File: config.mk
export PLATFORM = sky130hd
export DESIGN_NAME = image_proc_ctrl
export DESIGN_NICKNAME = d
export VERILOG_FILES = /design/src/rtl/image_proc_ctrl.sv
export SDC_FILE = /design/constraint.sdc
export NUM_CORES = 1
export LEC_CHECK = 0
export CORE_MARGIN = 8
export CORE_UTILIZATION = 50
export CTS_CLUSTER_DIAMETER = 50
export DETAILED_ROUTE_END_ITERATION = 7
export PLACE_DENSITY = 0.71
export REMOVE_ABC_BUFFERS = 1
export SYNTH_ARGS = -nofsm -noshare
export SYNTH_HDL_FRONTEND = slang
export SYNTH_SLANG_ARGS = --single-unit
File: constraint.sdc
create_clock -name clk -period 5.6 [get_ports clk]
set_input_delay 0.56 -clock clk [delete_from_list [all_inputs] [get_ports clk]]
set_output_delay 0.56 -clock clk [all_outputs]
set_load 0.01 [all_outputs]
File: src/rtl/image_proc_ctrl.sv
// Bayer capture controller: counts raw pixels and emits raw/gray/sobel output coords, 1-cycle registered, no backpressure.
// Define IPC_BORDER_MASK_EN to also emit Sobel border samples flagged with out_border.
module image_proc_ctrl #(
  parameter int IMG_WIDTH  = 1280,
  parameter int IMG_HEIGHT = 960
) (
  input  logic        clk,
  input  logic        rst,
  input  logic        in_valid,
  input  logic        frame_start,
  input  logic [1:0]  mode_req,
  input  logic        mode_load,
  output logic        mode_ack,
  output logic [1:0]  mode_active,
  output logic        out_valid,
  output logic        out_border,
  output logic [11:0] out_col,
  output logic [11:0] out_row,
  output logic        frame_done,
  output logic        busy,
  output logic        sync_err
);

  typedef enum logic [1:0] {IDLE, ACTIVE, DONE} state_t;

  localparam logic [11:0] COL_LAST   = 12'(IMG_WIDTH - 1);
  localparam logic [11:0] ROW_LAST   = 12'(IMG_HEIGHT - 1);
  localparam logic [1:0]  MODE_RAW   = 2'b00;
  localparam logic [1:0]  MODE_GRAY  = 2'b01;
  localparam logic [1:0]  MODE_SOBEL = 2'b10;

  state_t      state, state_nxt;
  logic [11:0] col, row, col_nxt, row_nxt;
  logic [1:0]  pend_mode, pend_mode_nxt, mode_nxt;
  logic        pend_vld, pend_vld_nxt, ack_nxt;
  logic        take, sync_hit;
  logic [11:0] px_col, px_row;
  logic [1:0]  px_mode;

  // px_* describe the pixel counted this cycle; a frame_start pixel always sits at (0,0).
  always_comb begin
    state_nxt     = state;
    col_nxt       = col;
    row_nxt       = row;
    pend_mode_nxt = pend_mode;
    pend_vld_nxt  = pend_vld;
    mode_nxt      = mode_active;
    ack_nxt       = 1'b0;
    take          = 1'b0;
    sync_hit      = 1'b0;
    px_col        = col;
    px_row        = row;
    px_mode       = mode_active;
    case (state)
      IDLE: begin
        if (mode_load) begin
          mode_nxt = mode_req;
          ack_nxt  = 1'b1;
        end
        if (in_valid && frame_start) begin
          take    = 1'b1;
          px_col  = 12'd0;
          px_row  = 12'd0;
          px_mode = mode_nxt;
        end
      end
      ACTIVE: begin
        if (in_valid && frame_start) begin
          sync_hit = 1'b1;
          take     = 1'b1;
          px_col   = 12'd0;
          px_row   = 12'd0;
          if (pend_vld) begin
            mode_nxt     = pend_mode;
            ack_nxt      = 1'b1;
            pend_vld_nxt = 1'b0;
          end
          px_mode = mode_nxt;
        end else if (in_valid) begin
          take = 1'b1;
        end
        if (mode_load) begin
          pend_vld_nxt  = 1'b1;
          pend_mode_nxt = mode_req;
        end
      end
      DONE: begin
        if (mode_load) begin
          mode_nxt = mode_req;
          ack_nxt  = 1'b1;
        end else if (pend_vld) begin
          mode_nxt = pend_mode;
          ack_nxt  = 1'b1;
        end
        pend_vld_nxt = 1'b0;
        state_nxt    = IDLE;
        if (in_valid && frame_start) begin
          take    = 1'b1;
          px_col  = 12'd0;
          px_row  = 12'd0;
          px_mode = mode_nxt;
        end
      end
      default: state_nxt = IDLE;
    endcase

    if (take) begin
      if (px_col == COL_LAST) begin
        col_nxt = 12'd0;
        if (px_row == ROW_LAST) begin
          row_nxt   = 12'd0;
          state_nxt = DONE;
        end else begin
          row_nxt   = px_row + 12'd1;
          state_nxt = ACTIVE;
        end
      end else begin
        col_nxt   = px_col + 12'd1;
        row_nxt   = px_row;
        state_nxt = ACTIVE;
      end
    end
  end

  logic [11:0] gcol, grow, ocol_nxt, orow_nxt;
  logic        gray_hit, core_hit, ov_nxt;
`ifdef IPC_BORDER_MASK_EN
  logic        bd_nxt;
`endif

  // Gray samples land on odd/odd raw positions; Sobel reports the 3x3 window centre.
  always_comb begin
    gcol     = {1'b0, px_col[11:1]};
    grow     = {1'b0, px_row[11:1]};
    gray_hit = take && px_col[0] && px_row[0];
    core_hit = gray_hit && (gcol >= 12'd2) && (grow >= 12'd2);
    ov_nxt   = 1'b0;
    ocol_nxt = out_col;
    orow_nxt = out_row;
`ifdef IPC_BORDER_MASK_EN
    bd_nxt   = 1'b0;
`endif
    case (px_mode)
      MODE_RAW: begin
        if (take) begin
          ov_nxt   = 1'b1;
          ocol_nxt = px_col;
          orow_nxt = px_row;
        end
      end
      MODE_SOBEL: begin
        if (core_hit) begin
          ov_nxt   = 1'b1;
          ocol_nxt = gcol - 12'd1;
          orow_nxt = grow - 12'd1;
        end
`ifdef IPC_BORDER_MASK_EN
        else if (gray_hit) begin
          ov_nxt   = 1'b1;
          bd_nxt   = 1'b1;
          ocol_nxt = gcol;
          orow_nxt = grow;
        end
`endif
      end
      default: begin
        if (gray_hit) begin
          ov_nxt   = 1'b1;
          ocol_nxt = gcol;
          orow_nxt = grow;
        end
      end
    endcase
  end

  always_ff @(posedge clk) begin
    if (rst) begin
      state       <= IDLE;
      col         <= 12'd0;
      row         <= 12'd0;
      pend_vld    <= 1'b0;
      pend_mode   <= 2'b00;
      mode_active <= MODE_GRAY;
      mode_ack    <= 1'b0;
      out_valid   <= 1'b0;
      out_col     <= 12'd0;
      out_row     <= 12'd0;
      sync_err    <= 1'b0;
    end else begin
      state       <= state_nxt;
      col         <= col_nxt;
      row         <= row_nxt;
      pend_vld    <= pend_vld_nxt;
      pend_mode   <= pend_mode_nxt;
      mode_active <= mode_nxt;
      mode_ack    <= ack_nxt;
      out_valid   <= ov_nxt;
      out_col     <= ocol_nxt;
      out_row     <= orow_nxt;
      sync_err    <= sync_err | sync_hit;
    end
  end

`ifdef IPC_BORDER_MASK_EN
  always_ff @(posedge clk) begin
    if (rst) out_border <= 1'b0;
    else     out_border <= bd_nxt;
  end
`else
  assign out_border = 1'b0;
`endif

  assign busy       = (state != IDLE);
  assign frame_done = (state == DONE);

endmodule
==> results.yml, run 1 <==
worst_setup_path:
  cp_slowest_stage_delay_ns: 0.62
  worstSetupStartpointType: "flip-flop"
  crit_slowest_cell: "or4b_1"
  crit_chain: "ha_1 > nand3b_1 > nand2_1 > inv_1 > ha_1 > nand2_1 > or4b_1 > nor3_1 > a31oi_1 > a31o_2 > a21oi_1 > nor2_1"
  crit_fanout: 13
  rr_startpoint: "state[0]$_SDFFE_PP0P_"
  critPathArrivalTime_ns: 4.39
  worst_setup_path_end_kind: "flip-flop"
  critical_path_class: "flip-flop to flip-flop"
  r2r_cells: 12
  rr_endpoint: "row[10]$_SDFFE_PP0P_"
  crit_required_ns: 5.82
  reg2reg_slack_ns: 1.42
synth:
  synth_edf_count: 0
  synth-simple-area-share_pct: 27.2
  synth_xor_area_share_pct: 0
  async_flop_share_pct: 0
  syn_area_sq_um: 4050
  ys_ff_latch: 58
  synth_warnings: 0
  synth_top_family_by_area: "compound AO/OA/AOI/OAI gates"
  synth_ff_type: "dfxtp_1"
  syn_avg_cell_area_sq_um: 7.24
  synth-adder-area-share_pct: 3.71
  synthMuxAreaShare_pct: 1.33
  synth_compound_area_share_pct: 32.5
  syn_inst: 559
  yosysUniqueCellTypes: 70
  yosysSeqAreaShare_pct: 28.7
timing:
  setup_violations: 0
  grt_setup_unrepaired: "false"
  skew_ns: 0.0106
  report.final.slew_viol_count: 0
  finalCritPeriodShare_pct: 74.6
  tns_ns: 0
  fmax_mhz: 239
  relSlewSlack_pct: 35.9
  whs_ns: 0.458
  worstMarginPinSlew_ns: 0.962
  hold_viol_final: 0
  period_needed_ns: 4.18
floorplan:
  fp.dieArea_sq_um: 11200
  num_rows: 33
  die_y_um: 106
  coreArea_sq_um: 8010
  io_pins: 39
  start_util_pct: 50.5
  die_x_um: 106
detailed_routing:
  top_layer_used: "met4"
  via_per_inst: 6.50
  wl_per_cell_um: 19.4
  wirelength_um: 13000
  remaining_drc_errors: 0
  dr_wl_met2_um: 5960
  wl_met3_um: 1150
  ant_nets: 0
  wl_met1_um: 5610
  drtIter0Drc: 316
  dr.pass1.iters: 5
  num_vias: 4374
power_and_ir_drop:
  irDropWorstVdd_v: 0.000122
  power_density_nw_per_um2: 268
  static-leakage-power_nw: 1.62
grt:
  overflow: 0
  grt_max_degree: 56
  grt_antenna_before_repair: 0
  grt_use_total_pct: 23.1
  grt_pass1_wl_um: 21300
  grt_pass1_vias: 4088
cts:
  htreeDepth: 3
  tritoncts: "built"
  clockBufferDepth: 2
  post_cts_buffers: 0
  postCtsHoldBufs: 0
  clkLatencyLatePin_ns: 0.35
  clkTransAtPathRegs_ns: 0.07
  root_buffer: "clkbuf_8"
  numClockSinks: 58
  cts-resized-gates: 0
  cts_made_buffers: 9
worst_hold_path:
  min-delay-start: "out_col[1]$_SDFFE_PP0P_"
  hold_end: "out_col[1]$_SDFFE_PP0P_"
  hold_path_class: "flip-flop to flip-flop"
  worstHoldPathCells: 2
cells_and_area:
  num_antenna_cells: 0
  final_layout_size_suffix_gt1_share_pct: 7.75
  area_delta_synth_final_pct: 13.7
  final_cells: 673
  final_nets: 582
  layout_common_cells: "nand2_1, nor2_1, dfxtp_1"
  final_common_cell: "nand2_1"
  n_fill_cell: 783
placement:
  place_congestion: 0.917
  placed_cells: 657
  dpl.hpwl_um: 8950
  port_buffers: 37
flow_run:
  cap_violations: 0
run_status:
  status: "finished clean"
-- through the flow --
| stage | util [%] | worst slack (ns) | power (mW) | area (sq um) |
|---|---|---|---|---|
| after floorplan | - | 1.19 | 0.666 | 3830 |
| after global placement | 54.7 | 1.48 | 0.798 | 4380 |
| after detailed placement | 54.7 | 1.34 | 0.800 | 4380 |
| after CTS | 57.5 | 1.49 | 1.24 | 4600 |
| after global routing | 57.5 | 1.06 | 1.29 | 4600 |
| final | 57.5 | 1.42 | 1.23 | 4600 |
-- cells by family after synthesis --
| logic type | after synthesis |
|---|---|
| AO/OA/AOI/OAI | 197 |
| adder cells (fa/ha/maj) | 12 |
| buffers and inverters | 63 |
| flip-flops | 58 |
| multiplexers | 5 |
| other | 1 |
| AND/OR/NAND/NOR | 223 |
-- state kept, by name, summed over array words and instances, names as in the netlist --
name / cells
pend_mode: 2
pend_vld: 1
out_row: 12
mode_ack: 1
out_col: 12
mode_active: 2
out_valid: 1
state: 2
row: 12
sync_err: 1
col: 12
-- power by group --
part           switching (mW)  total (mW)  leakage [nW]  internal [mW]
Combinational           0.207       0.339          1.04          0.132
Sequential             0.0199       0.456         0.470          0.436
Clock                   0.176       0.437         0.109          0.261
-- cell type report --
type	instances	area (sq um)	share of cell area [%]
well taps	105	131	2.85
clock buffers	11	141	3.07
multi-input cells	438	2620	57.0
repair buffers	45	425	9.24
flip-flops and latches	58	1160	25.2
inverters	11	41.3	0.897
clock inverters	5	77.6	1.69
-- synthesized netlist by cell type, types with 7 or more instances --
master / instances / area [sq um]
nor2_1: 59 / 221
ha_1: 12 / 150
a31oi_1: 9 / 56.3
o211ai_1: 10 / 75.1
buf_1: 8 / 30.0
nand2_1: 65 / 244
a211oi_1: 9 / 67.6
nand3_1: 23 / 115
o21a_1: 8 / 60.1
buf_2: 11 / 55.1
nand4_1: 7 / 43.8
dfxtp_1: 58 / 1160
inv_1: 11 / 41.3
o21ai_0: 44 / 220
clkbuf_1: 31 / 116
nor3_1: 18 / 90.1
a311oi_1: 10 / 87.6
a21oi_1: 51 / 255
nor4_1: 8 / 50.1
-- critical path: cells and delay by family, from the launching register on --
family	cells	cell delay (ns)
simple gates	6	1.99
compound gates	3	0.80
fa+ha+maj	2	0.68
flops	1	0.43
buf+inv	1	0.13
-- routing by layer --
| metal | global-route usage, % | vias to the layer above |
|---|---|---|
| met5 | 0 | - |
| met2 | 36.6 | 217 |
| met3 | 3.93 | 29 |
| met4 | 9.95 | 0 |
| li1 | - | 2097 |
| met1 | 30.2 | 2031 |
-- how the worst max path moves through the flow --
stage,from,to,slack (ns),cells after the start
after global placement,frame_start,out_row[5]$_SDFFE_PP0P_,1.48,11
after floorplan,state[0]$_SDFFE_PP0P_,row[7]$_SDFFE_PP0P_,1.19,12
after CTS,state[0]$_SDFFE_PP0P_,out_row[5]$_SDFFE_PP0P_,1.49,11
after global routing,state[0]$_SDFFE_PP0P_,out_row[4]$_SDFFE_PP0P_,1.06,11
after detailed placement,frame_start,out_row[5]$_SDFFE_PP0P_,1.34,11
final,state[0]$_SDFFE_PP0P_,row[10]$_SDFFE_PP0P_,1.42,12
(Power assumes the default switching activity.)
==> run 2: changes to the inputs <==
--- a/config.mk
+++ b/config.mk
@@ -9,7 +9,7 @@
 export CORE_UTILIZATION = 50
 export CTS_CLUSTER_DIAMETER = 50
 export DETAILED_ROUTE_END_ITERATION = 7
-export PLACE_DENSITY = 0.71
+export PLACE_DENSITY = 0.74
 export REMOVE_ABC_BUFFERS = 1
 export SYNTH_ARGS = -nofsm -noshare
 export SYNTH_HDL_FRONTEND = slang
==> constraint.sdc (replaced) <==
create_clock -name clk -period 3.8 [get_ports clk]
set_input_delay 0.38 -clock clk [delete_from_list [all_inputs] [get_ports clk]]
set_output_delay 0.38 -clock clk [all_outputs]
set_load 0.01 [all_outputs]
==> run 2 against run 1 <==
- non-clock buffer count grew 13
- die area stayed put
- global-route usage fell by 0.52 points
- fmax rose by 23%
- core utilization up 0.77 points
- clock power increased by 23%
- largest cell class unchanged
==> results.yml, run 2 (same netlist as run 1, synthesis figures left out) <==
cells_and_area:
  final_common_cell: "nand2_1"
  final_cells: 686
  area_delta_synth_final_pct: 15.2
  num_antenna_cells: 0
  final_nets: 595
  layout_common_cells: "nand2_1, nor2_1, dfxtp_1"
  final_layout_size_suffix_gt1_share_pct: 9.64
detailed_routing:
  num_vias: 4496
  remaining_drc_errors: 0
  ant_nets: 0
  dr.pass1.iters: 5
  via_per_inst: 6.55
  wirelength_um: 12800
  wl_per_cell_um: 18.6
  drtIter0Drc: 530
floorplan:
  die_x_um: 106
  start_util_pct: 50.5
  io_pins: 39
  die_y_um: 106
  fp.dieArea_sq_um: 11200
  num_rows: 33
  coreArea_sq_um: 8010
worst_setup_path:
  critical_path_class: "flip-flop to flip-flop"
  crit_required_ns: 4.03
  critPathArrivalTime_ns: 3.63
  worstSetupStartpointType: "flip-flop"
  worst_setup_path_end_kind: "flip-flop"
  crit_fanout: 10
power_and_ir_drop:
  power_switching_share_pct: 34.1
  power_mw: 1.73
  p_seq_share_pct: 38.8
  clock_power_share_pct: 31.1
  static-leakage-power_nw: 1.67
  power.switching_uw: 591
  power.internal_mw: 1.14
  irDropWorstVdd_v: 0.000167
  power_frac_comb_pct: 30.0
  power_density_nw_per_um2: 371
grt:
  grt_pass1_wl_um: 20700
  grt_antenna_before_repair: 0
  grt_pass1_vias: 4038
  grt_use_total_pct: 22.6
  grt_max_degree: 33
  overflow: 0
placement:
  place_congestion: 0.920
  placed_cells: 670
  dpl.hpwl_um: 8810
  port_buffers: 37
timing:
  relSlewSlack_pct: 53.0
  hold_viol_final: 0
  skew_ns: 0.0141
  finalCritPeriodShare_pct: 89.4
  grt_setup_unrepaired: "false"
  fmax_mhz: 294
  period_needed_ns: 3.40
  report.final.slew_viol_count: 0
  setup_violations: 0
  worstMarginPinSlew_ns: 0.701
cts:
  cts-resized-gates: 0
  postCtsHoldBufs: 0
  numClockSinks: 58
  post_cts_buffers: 0
  clockBufferDepth: 2
  clkLatencyLatePin_ns: 0.35
  tritoncts: "built"
  htreeDepth: 3
  cts_made_buffers: 9
  clkTransAtPathRegs_ns: 0.07
  root_buffer: "clkbuf_8"
flow_run:
  cap_violations: 0
worst_hold_path:
  hold_path_class: "flip-flop to flip-flop"
run_status:
  status: "finished clean"
## run 2: routing by layer
metal,wire length [um],GRT usage (%),part of all wire [%]
met1,5670,29.7,44
met3,1070,4.66,8.4
met4,365,10.4,2.9
met2,5650,34.7,44
met5,0,0,0
## run 2: power groups by stage
stage | clock (mW) | sequential, mW | combinational (mW)
after floorplan | 0 | 0.694 | 0.288
after global placement | 0 | 0.684 | 0.509
after detailed placement | 0 | 0.686 | 0.510
after CTS | 0.548 | 0.672 | 0.513
after global routing | 0.576 | 0.677 | 0.563
final | 0.539 | 0.673 | 0.520
## run 2: metrics by stage
stage	setup TNS [ns]	utilization (%)	cell area, sq um	setup WS, ns	hold WS [ns]
finish	0	58.2	4660	0.404	0.453
global route	0	58.2	4660	0.206	0.483
CTS	0	58.2	4660	0.456	0.457
detailed placement	0	55.9	4480	0.161	0.449
global placement	0	55.9	4480	0.255	0.442
floorplan	-12.38	-	3830	-0.608	0.439
## run 2: area by class of cell
class                      instances  area [sq um]
fill                             762          3350
sequential                        58          1160
inverter                          11          41.3
multi-input combinational        438          2620
timing repair buffer              58           523
clock buffer                      14           173
tap                              105           131
clock inverter                     2          10.0
## run 2: path summary, 6_finish.rpt
| kind | from | end | slack, ns | cells after the start |
|---|---|---|---|---|
| min | out_col[11]$_SDFFE_PP0P_ | out_col[11]$_SDFFE_PP0P_ | 0.45 | 2 |
| max reg2reg | state[0]$_SDFFE_PP0P_ | row[11]$_SDFFE_PP0P_ | 0.40 | 11 |
| min reg2reg | out_col[11]$_SDFFE_PP0P_ | out_col[11]$_SDFFE_PP0P_ | 0.45 | 2 |
| max | state[0]$_SDFFE_PP0P_ | row[11]$_SDFFE_PP0P_ | 0.40 | 11 |
## run 2: critical path: stages (launching register included)
cell      delay, ns
dfxtp_1        0.38
ha_1           0.18
nand3b_1       0.20
and2_1         0.21
ha_1           0.22
nand2_1        0.09
or4b_1         0.61
or4_4          0.64
o211ai_4       0.33
o21ai_0        0.15
a32oi_1        0.19
nor2_1         0.05
==> run 3: changes to the inputs <==
--- a/config.mk
+++ b/config.mk
@@ -5,11 +5,12 @@
 export SDC_FILE = /design/constraint.sdc
 export NUM_CORES = 1
 export LEC_CHECK = 0
-export CORE_MARGIN = 8
+export ABC_AREA = 1
+export CORE_MARGIN = 2
 export CORE_UTILIZATION = 50
 export CTS_CLUSTER_DIAMETER = 50
 export DETAILED_ROUTE_END_ITERATION = 7
-export PLACE_DENSITY = 0.74
+export PLACE_DENSITY = 0.73
 export REMOVE_ABC_BUFFERS = 1
 export SYNTH_ARGS = -nofsm -noshare
 export SYNTH_HDL_FRONTEND = slang
==> constraint.sdc (replaced) <==
create_clock -name clk -period 3.8 [get_ports clk]
set_input_delay 0.38 -clock clk [delete_from_list [all_inputs] [get_ports clk]]
set_output_delay 0.38 -clock clk [all_outputs]
set_load 0.005 [all_outputs]
==> run 3 against run 2 <==
- register-to-register slack improved by 0.22 ns
- highest routed layer unchanged
- die area is 14% lower
- flip-flop and latch count is the same
- final cell count rose by 27%
- critical path type unchanged
- combinational power increased by 14%
- first-iteration DRC count down 44%
==> results.yml, run 3 <==
run_status:
  status: "finished clean"
placement:
  place_congestion: 0.941
  port_buffers: 37
  dpl.hpwl_um: 8640
grt:
  grt_pass1_vias: 4197
  grt_max_degree: 31
  grt_pass1_wl_um: 20400
  grt_use_total_pct: 25.5
  overflow: 0
  grt_antenna_before_repair: 0
synth:
  synth_top_cells_by_count: "nand2_1, nor2_1, inv_1"
  yosysSeqAreaShare_pct: 26.2
  synth_edf_count: 0
  ys_top_cells_by_area: "dfxtp_1, nand2_1, nand3_1"
  async_flop_share_pct: 0
  syn_area_sq_um: 4430
  synth_warnings: 0
  ys_ff_latch: 58
  syn_avg_cell_area_sq_um: 6.04
  synth_area_leader_cell: "dfxtp_1"
  syn_inst: 733
  synth.most_common_cell: "nand2_1"
  synth_top_area_share_pct: 26.2
  synth_ff_type: "dfxtp_1"
  yosysUniqueCellTypes: 33
timing:
  grt_setup_unrepaired: "false"
  hold_viol_final: 0
  tns_ns: 0
  skew_ns: 0.0115
  finalCritPeriodShare_pct: 83.5
  relSlewSlack_pct: 39.5
  worstMarginPinSlew_ns: 0.903
  fmax_mhz: 315
  setup_violations: 0
  report.final.slew_viol_count: 0
  period_needed_ns: 3.17
power_and_ir_drop:
  power_mw: 1.82
  static-leakage-power_nw: 2.44
  power_density_nw_per_um2: 364
  p_seq_share_pct: 38.0
  clock_power_share_pct: 29.5
  power_switching_share_pct: 35.3
  power.switching_uw: 643
  irDropWorstVdd_v: 0.000200
  power_frac_comb_pct: 32.5
  power.internal_mw: 1.18
floorplan:
  fp.dieArea_sq_um: 9630
  num_rows: 34
  io_pins: 39
  die_y_um: 98.1
  start_util_pct: 51.3
  coreArea_sq_um: 8640
  die_x_um: 98.1
cts:
  clkLatencyLatePin_ns: 0.35
  numClockSinks: 58
  clkTransAtPathRegs_ns: 0.07
  cts_made_buffers: 9
  postCtsHoldBufs: 0
  post_cts_buffers: 0
  root_buffer: "clkbuf_8"
  clockBufferDepth: 2
  cts-resized-gates: 0
  tritoncts: "built"
  htreeDepth: 3
cells_and_area:
  final_nets: 782
  layout_common_cells: "nand2_1, nor2_1, inv_1"
  final_layout_size_suffix_gt1_share_pct: 7.31
  final_common_cell: "nand2_1"
  num_antenna_cells: 0
  area_delta_synth_final_pct: 13.2
detailed_routing:
  remaining_drc_errors: 0
  wl_per_cell_um: 13.4
  dr.pass1.iters: 6
  ant_nets: 0
  via_per_inst: 5.30
  wirelength_um: 11700
  drtIter0Drc: 296
  num_vias: 4631
flow_run:
  cap_violations: 0
worst_setup_path:
  critPathArrivalTime_ns: 3.40
  crit_fanout: 24
  critical_path_class: "flip-flop to flip-flop"
  worstSetupStartpointType: "flip-flop"
  worst_setup_path_end_kind: "flip-flop"
  crit_required_ns: 4.02
worst_hold_path:
  hold_path_class: "flip-flop to flip-flop"
run 3: cell types whose count changed after synthesis, sizes merged, moves of 9 or more:
cell	before	now
nand2	65	250
o21ai	47	28
a21oi	52	29
a31oi	9	0
nor2	59	96
a211oi	9	0
inv	11	80
xor2	0	23
nand3	23	70
nand4	7	38
a311oi	10	0
clkbuf	31	13
run 3: power by group through the flow:
stage | clock network (mW) | registers (mW) | logic (mW)
floorplan | 0 | 0.706 | 0.356
global placement | 0 | 0.704 | 0.581
detailed placement | 0 | 0.707 | 0.588
CTS | 0.540 | 0.693 | 0.591
global route | 0.567 | 0.701 | 0.669
finish | 0.539 | 0.692 | 0.592
run 3: routing by layer:
layer | global-route usage (%) | vias to the layer above | routed length, um
met3 | 3.94 | 11 | 729
met2 | 37.8 | 149 | 5000
met1 | 38.8 | 2066 | 5910
li1 | - | 2405 | -
met5 | 0 | - | 0
met4 | 6.30 | 0 | 112
run 3: cell families (layout without fill, tap and decap cells):
| kind of cell | after synthesis | count (layout) | share of synthesized area (%) |
|---|---|---|---|
| simple gates | 467 | 467 | 47.5 |
| buf+inv | 110 | 143 | 10.9 |
| compound gates | 62 | 62 | 7.37 |
| flops | 58 | 58 | 26.2 |
| xor+xnor | 23 | 23 | 4.55 |
| fa+ha+maj | 12 | 12 | 3.39 |
| other cells | 1 | 1 | 0.0847 |
run 3: stage by stage:
| stage | cell area (sq um) | util, % | cells | setup WS [ns] | hold WS [ns] |
|---|---|---|---|---|---|
| floorplan | 4260 | - | 705 | 0.908 | 0.439 |
| global placement | 4840 | 56.0 | 860 | 0.695 | 0.442 |
| detailed placement | 4840 | 56.0 | 860 | 0.588 | 0.461 |
| CTS | 5010 | 58.1 | 874 | 0.639 | 0.471 |
| global route | 5010 | 58.1 | 874 | 0.267 | 0.498 |
| finish | 5010 | 58.1 | 874 | 0.628 | 0.469 |
run 3: path summary, 6_finish.rpt:
kind	from	end	slack (ns)	cells after the start
setup reg to reg	state[0]$_SDFFE_PP0P_	col[7]$_SDFFE_PP0P_	0.63	15
setup / recovery	state[0]$_SDFFE_PP0P_	col[7]$_SDFFE_PP0P_	0.63	15
hold / removal	sync_err$_SDFF_PP0_	sync_err$_SDFF_PP0_	0.47	2
hold reg to reg	sync_err$_SDFF_PP0_	sync_err$_SDFF_PP0_	0.47	2
run 3: cell type report:
type,count,area (sq um)
Clock buffer,12,165
Fill cell,886,3620
Tap cell,108,135
Sequential cell,58,1160
Multi-Input combinational cell,565,2790
Inverter,82,308
Clock inverter,2,12.5
Timing Repair Buffer,47,445
run 3: critical path, cell delays in order (launching register included):
cell and delay, ns:
dfxtp_1 0.37, ha_1 0.40, inv_2 0.15, nand3_4 0.25, nand2_2 0.17, inv_1 0.15, ha_1 0.20, nand3_1 0.12
nor2_1 0.20, nand3_2 0.14, nor2_4 0.31, inv_2 0.14, nand2_1 0.10, inv_1 0.12, a22oi_1 0.15, nor2_1 0.06
